**src/rtl/mux4_rr_arbiter_pkg.sv**
```systemverilog
// Shared encodings for the 4-way round-robin arbiter: mux selects, FSM states,
// and the select-to-grant decode.
package mux4_rr_arbiter_pkg;

    localparam logic [1:0] SEL_A = 2'b00;
    localparam logic [1:0] SEL_B = 2'b01;
    localparam logic [1:0] SEL_C = 2'b10;
    localparam logic [1:0] SEL_D = 2'b11;

    typedef enum logic {
        ST_IDLE  = 1'b0,
        ST_GRANT = 1'b1
    } state_t;

    // Bit 0 of the grant vector is requester A, so a select of 00 lights bit 0.
    function automatic logic [0:3] sel_onehot(input logic [0:1] s);
        logic [0:3] g;
        g    = '0;
        g[s] = 1'b1;
        return g;
    endfunction

endpackage

```
**src/rtl/mux4_rr_arbiter_if.sv**
```systemverilog
// Requester/resource side of the arbiter: request and done in, grant, select,
// valid and timeout pulse out.
interface mux4_rr_arbiter_if;
    import mux4_rr_arbiter_pkg::*;

    logic [0:3] req;
    logic       done;
    logic [0:3] gnt;
    logic [0:1] sel;
    logic       valid;
    logic       timeout;

    modport master (
        output req, done,
        input  gnt, sel, valid, timeout
    );

    modport slave (
        input  req, done,
        output gnt, sel, valid, timeout
    );

endinterface

```
**src/rtl/mux4_rr_arbiter_rr_pick4.sv**
```systemverilog
// Combinational round-robin pick: first set request at or after the pointer,
// scanning A,B,C,D circularly.
module rr_pick4
    import mux4_rr_arbiter_pkg::*;
(
    input  logic [0:3] i_req,
    input  logic [1:0] i_ptr,
    output logic       o_found,
    output logic [0:1] o_winner
);

    logic [1:0] w_idx;

    // Scan from the farthest position back to the pointer so the closest hit wins.
    always_comb begin
        o_found  = 1'b0;
        o_winner = SEL_A;
        w_idx    = i_ptr;
        for (int k = 3; k >= 0; k--) begin
            w_idx = i_ptr + 2'(k);
            if (i_req[w_idx]) begin
                o_found  = 1'b1;
                o_winner = w_idx;
            end
        end
    end

endmodule

```
**src/rtl/mux4_rr_arbiter.sv**
```systemverilog
// Round-robin arbiter for a shared 4:1 muxed resource with done/withdraw/tenure
// release and back-to-back re-arbitration.
//
//   state    | meaning
//   ---------+-------------------------------------------------------------
//   ST_IDLE  | no grant active; sel holds last winner, waiting for any req
//   ST_GRANT | one requester owns the mux; tenure counter running
module mux4_rr_arbiter
    import mux4_rr_arbiter_pkg::*;
#(
    parameter int unsigned TIMEOUT = 16,
    parameter int unsigned CW      = 8
) (
    input  logic             clk,
    input  logic             rst_n,
    mux4_rr_arbiter_if.slave bus
);

    state_t        r_state, w_state_nxt;
    logic [1:0]    r_ptr, w_ptr_nxt;
    logic [CW-1:0] r_cnt, w_cnt_nxt;
    logic [0:3]    r_gnt, w_gnt_nxt;
    logic [0:1]    r_sel, w_sel_nxt;
    logic          r_valid, w_valid_nxt;
    logic          r_timeout, w_timeout_nxt;

    logic [1:0]    w_arb_ptr;
    logic          w_found;
    logic [0:1]    w_winner;
    logic          w_rel_done, w_rel_drop, w_rel_to, w_release, w_start;

    assign w_rel_done = bus.done;
    assign w_rel_drop = ~bus.req[r_sel];
    assign w_rel_to   = (TIMEOUT != 0) && (r_cnt == CW'(TIMEOUT - 1));
    assign w_release  = (r_state == ST_GRANT) && (w_rel_done || w_rel_drop || w_rel_to);

    // On release the pointer steps past the current owner in the same edge, so
    // the owner only wins again when nobody else is asking.
    assign w_arb_ptr  = (r_state == ST_GRANT) ? 2'(r_sel + 2'd1) : r_ptr;
    assign w_start    = w_found && ((r_state == ST_IDLE) || w_release);

    rr_pick4 u_pick (
        .i_req    (bus.req),
        .i_ptr    (w_arb_ptr),
        .o_found  (w_found),
        .o_winner (w_winner)
    );

    always_ff @(posedge clk or negedge rst_n) begin
        if (!rst_n) begin
            r_state   <= ST_IDLE;
            r_ptr     <= SEL_A;
            r_cnt     <= '0;
            r_gnt     <= '0;
            r_sel     <= SEL_A;
            r_valid   <= 1'b0;
            r_timeout <= 1'b0;
        end else begin
            r_state   <= w_state_nxt;
            r_ptr     <= w_ptr_nxt;
            r_cnt     <= w_cnt_nxt;
            r_gnt     <= w_gnt_nxt;
            r_sel     <= w_sel_nxt;
            r_valid   <= w_valid_nxt;
            r_timeout <= w_timeout_nxt;
        end
    end

    always_comb begin
        w_state_nxt = r_state;
        case (r_state)
            ST_IDLE:  if (w_found) w_state_nxt = ST_GRANT;
            ST_GRANT: if (w_release && !w_found) w_state_nxt = ST_IDLE;
            default:  w_state_nxt = ST_IDLE;
        endcase
    end

    always_comb begin
        w_ptr_nxt     = r_ptr;
        w_cnt_nxt     = r_cnt;
        w_gnt_nxt     = r_gnt;
        w_sel_nxt     = r_sel;
        w_valid_nxt   = r_valid;
        w_timeout_nxt = w_release && w_rel_to && !w_rel_done && !w_rel_drop;

        if (w_release)
            w_ptr_nxt = 2'(r_sel + 2'd1);

        if (w_start) begin
            w_gnt_nxt   = sel_onehot(w_winner);
            w_sel_nxt   = w_winner;
            w_valid_nxt = 1'b1;
            w_cnt_nxt   = '0;
        end else if (w_release) begin
            w_gnt_nxt   = '0;
            w_valid_nxt = 1'b0;
            w_cnt_nxt   = '0;
        end else if (r_state == ST_GRANT) begin
            w_cnt_nxt   = r_cnt + 1'b1;
        end
    end

    assign bus.gnt     = r_gnt;
    assign bus.sel     = r_sel;
    assign bus.valid   = r_valid;
    assign bus.timeout = r_timeout;

endmodule

```
**src/flat_wrapper.sv**
```systemverilog
// flat-port wrapper written by rule: the top's interface ports become plain ports
module mux4_rr_arbiter_flat import mux4_rr_arbiter_pkg::*;
#(
    parameter int unsigned TIMEOUT = 16,
    parameter int unsigned CW      = 8
)
  (clk, rst_n, bus_req, bus_done, bus_gnt, bus_sel, bus_valid, bus_timeout);
  mux4_rr_arbiter_if bus_i ();
  input  logic clk;
  input  logic rst_n;
  input wire logic [$bits(bus_i.req)-1:0] bus_req;
  input wire logic [$bits(bus_i.done)-1:0] bus_done;
  output wire logic [$bits(bus_i.gnt)-1:0] bus_gnt;
  output wire logic [$bits(bus_i.sel)-1:0] bus_sel;
  output wire logic [$bits(bus_i.valid)-1:0] bus_valid;
  output wire logic [$bits(bus_i.timeout)-1:0] bus_timeout;
  assign bus_i.req = bus_req;
  assign bus_i.done = bus_done;
  assign bus_gnt = bus_i.gnt;
  assign bus_sel = bus_i.sel;
  assign bus_valid = bus_i.valid;
  assign bus_timeout = bus_i.timeout;
  mux4_rr_arbiter #(.TIMEOUT(TIMEOUT), .CW(CW)) u_core (.clk(clk), .rst_n(rst_n), .bus(bus_i));
endmodule
```
**config.mk**
```make
export PLATFORM = sky130hd
export DESIGN_NAME = mux4_rr_arbiter_flat
export DESIGN_NICKNAME = d
export VERILOG_FILES = /design/src/rtl/mux4_rr_arbiter_pkg.sv /design/src/rtl/mux4_rr_arbiter_if.sv /design/src/rtl/mux4_rr_arbiter_rr_pick4.sv /design/src/rtl/mux4_rr_arbiter.sv /design/src/flat_wrapper.sv
export SDC_FILE = /design/constraint.sdc
export NUM_CORES = 1
export LEC_CHECK = 0
export BUFFER_PORTS_ARGS = -buffer_cell sky130_fd_sc_hd__buf_2
export CAP_MARGIN = 10
export CORE_UTILIZATION = 55
export CTS_CLUSTER_DIAMETER = 80
export CTS_CLUSTER_SIZE = 12
export DETAILED_ROUTE_END_ITERATION = 6
export PLACE_DENSITY = 0.77
export SLEW_MARGIN = 10
export SYNTH_ARGS = -nofsm -noshare
export SYNTH_HDL_FRONTEND = slang
export SYNTH_SLANG_ARGS = --single-unit
```
**constraint.sdc**
```tcl
create_clock -name clk -period 2.4 [get_ports clk]
set_input_delay 0 -clock clk [delete_from_list [all_inputs] [get_ports clk]]
set_output_delay 0 -clock clk [all_outputs]
set_load 0.01 [all_outputs]
```
==> flow_summary_export.csv <==
group,metric,value,unit
clocking,clock-sinks,19,
sta,finalCriticalPeriod,1.993,ns
finish,layout-drive-gt1-share,20.49,%
clocking,cts_made_buffers,3,
logic_synthesis,synth_fp_nets,113,
global_routing,use_met2,32.57,%
clocking,cts.repair.resized,0,
drt,viasPerCell,5.823,
finish,insertedDiodeCount,0,
clocking,clkTransAtPathRegs,0.11,ns
finish,fin_util,66.52,%
logic_synthesis,synthArstFlopShare,100.0,%
global_routing,overflow,0,
sta,fin_skew,0.006236,ns
sta,worst_slew_pin_slew,0.5057,ns
sta,setup_tns,0,ns
finish,area_delta_synth_final,11.93,%
global_routing,busiest_layer,"met1",
finish,fillers,163,
sta,drv_slew,0,
floorplanning,initial_core_util,59.43,%
finish,final_cells,147,
finish,final_cell_area,1174,um^2
placement,placed_cell_area,1137,um^2
sta,clock.fmax,501.9,MHz
logic_synthesis,ys_warn_count,0,
drt,drc,0,
drt,wl_per_cell,14.24,um
clocking,cts-root-buf,"clkbuf_4",
global_routing,grt_max_degree,20,
clocking,h-tree-depth,1,
pwr,ir_drop,0.0006086,V
logic_synthesis,avgSynthCellArea,9.986,um^2
drt,vias,856,
finish,fin_nets,131,
placement,dp.cells,142,
critical_path,max_stage_delay,0.52,ns
run_status,outcome,"finished, final reports clean",
floorplanning,rows,15,
pwr,p_per_area,957.6,nW/um^2
critical_path,crit_fanout,9,
logic_synthesis,yosys-top-cells-area,"dfrtp_1, nor2_1, mux2i_1",
global_routing,grtUsageMet3,3.571,%
sta,hold_violations,0,
clocking,cts_buffer_depth,2,
placement,gp_congestion,0.9416,
critical_path,critPathCaptureType,"flop",
placement,io_buffers,14,
global_routing,track_usage,23.70,%
critical_path,crit_type,"reg2reg",
drt,drtIter0Drc,36,
clocking,tritoncts,"built",
finish,multi_input_area,538.0,um^2
logic_synthesis,netlist_instances,105,
floorplanning,die_width,45.66,um
sta,post-route-period-util,83.02,%
logic_synthesis,synth_edf_count,0,
floorplanning,dieArea,2085,um^2
logic_synthesis,ys.flop_type,"dfrtp_1",
run,cap_viol_max_count,0,
placement,post-dp-hpwl,1542,um
global_routing,grt_pass1_wl,3450,um
drt,detail-route-antenna-nets,0,
pwr,p_leak,0.5257,nW
logic_synthesis,synth_area_leader_cell,"dfrtp_1",
critical_path,crit_path_cell_trace,"xnor2_2, o221a_1, nor2_1, or4_4, a32o_1",
sta,setup_violations,0,
floorplanning,die_y,45.66,um
critical_path,cp.required,2.59,ns
sta,hold_ws,0.09177,ns
logic_synthesis,netlist_area,1049,um^2
clocking,clock_latency,0.29,ns
hold_path,min_path_type,"in2reg",
critical_path,slowest_stage,"or4_4",
critical_path,critPathLaunchType,"flop",
drt,drt_first_pass_iters,4,
sta,rsz0062_at_grt,"no",
critical_path,critPathArrivalTime,2.18,ns
floorplanning,core_area,1764,um^2
logic_synthesis,synth_cell_types,39,
logic_synthesis,synth_top_area_share,45.35,%
floorplanning,top_level_ports,15,
global_routing,grt.met1_usage,36.34,%
sta,max_slew_margin,65.97,%
finish,regArea,475.5,um^2
global_routing,grt_pass1_vias,781,
logic_synthesis,seq_area_frac_synth,45.35,%
drt,postRouteWirelength,2094,um
logic_synthesis,ys_ff_latch,19,
global_routing,antenna_found_initial,0,
[state kept, by name, summed over array words and instances (netlist names)]
register,flops
u_core.r_ptr,2
u_core.bus.valid,1
u_core.bus.gnt,4
u_core.bus.sel,2
u_core.r_cnt,8
u_core.bus.timeout,1
u_core.r_state,1
[metrics by stage]
stage | setup slack, ns | total power [mW]
global route | 0.3392 | 1.203
detailed placement | 0.4257 | 0.9664
CTS | 0.4085 | 1.128
floorplan | 0.5578 | 0.8360
global placement | 0.4551 | 0.9506
finish | 0.4074 | 1.124
[worst paths after layout]
path / depth (start not counted) / end / start / slack [ns]
worst min register to register: 1 / u_core.bus.valid$_DFFE_PN0P_ / u_core.bus.valid$_DFFE_PN0P_ / 0.50
min in group asynchronous: 2 / u_core.r_ptr[1]$_DFFE_PN0P_ / rst_n / 0.17
max in group asynchronous: 2 / u_core.r_cnt[2]$_DFFE_PN0P_ / rst_n / 1.93
worst min-delay path: 3 / u_core.r_state$_DFF_PN0_ / bus_req[1] / 0.09
worst max register to register: 5 / u_core.bus.gnt[0]$_DFFE_PN0P_ / u_core.bus.sel[1]$_DFFE_PN0N_ / 0.41
worst max-delay path: 5 / u_core.bus.gnt[0]$_DFFE_PN0P_ / u_core.bus.sel[1]$_DFFE_PN0N_ / 0.41
[cell usage after synthesis (all sizes together), types with 3 or more instances]
cell type,number
buf,3
nand2b,3
xor2,4
mux2i,5
inv,4
dfrtp,19
o21ai,8
nor2,14
nand2,9
nand4,4
[cells by family (layout without fill, tap and decap cells)]
kind of cell / Yosys count / count (layout) / synth area share [%]
adders and majority gates: 1 / 1 / 1.193
AOI/OAI and AO/OA: 21 / 21 / 15.16
DFF: 19 / 19 / 45.35
muxes: 6 / 6 / 5.847
buffers and inverters: 7 / 24 / 3.340
and+or+nand+nor: 45 / 45 / 23.39
xor gates and xnor gates: 6 / 6 / 5.728
[report_power, final]
part	internal [mW]	switching, mW	leakage (nW)
sequential	0.398	0.0872	0.243
combinational	0.221	0.257	0.268
clock	0.0646	0.0958	0.0150
[routing by layer]
metal	vias up	share of wire (%)
met5	-	0
met2	30	44
li1	421	-
met4	0	0.57
met3	2	5.2
met1	403	50
[critical path: cells and delay by family, from the launching register on]
| family | cells | cell delay, ns |
|---|---|---|
| and+or+nand+nor | 2 | 0.57 |
| AOI/OAI and AO/OA | 2 | 0.50 |
| DFF | 1 | 0.51 |
| xor gates and xnor gates | 1 | 0.31 |
[cell type report]
class / count / share of cell area [%]
multi-input cells: 79 / 45.84
inverters: 4 / 1.279
clock buffers: 4 / 2.239
repair buffers: 16 / 7.463
well taps: 25 / 2.665
flip-flops and latches: 19 / 40.51
[cell usage in the layout, fill, tap and decap left out, types with 2 or more instances in the layout]
master	count
nor2_1	14
a21oi_1	2
inv_1	4
buf_2	14
nand4b_1	2
nand2_1	9
o21ai_0	8
nand2b_1	3
o2bb2ai_1	2
nand4_1	4
clkbuf_4	3
dfrtp_1	19
mux2i_1	5
nand3_1	2
a32o_1	2
xor2_1	4
[timing repair]
item	4_1_cts	5_1_grt
setup buffers	0	0
hold buffers	1	0
hold endpoints to repair	19	0
Note: power is estimated with default switching activity, not from simulation.
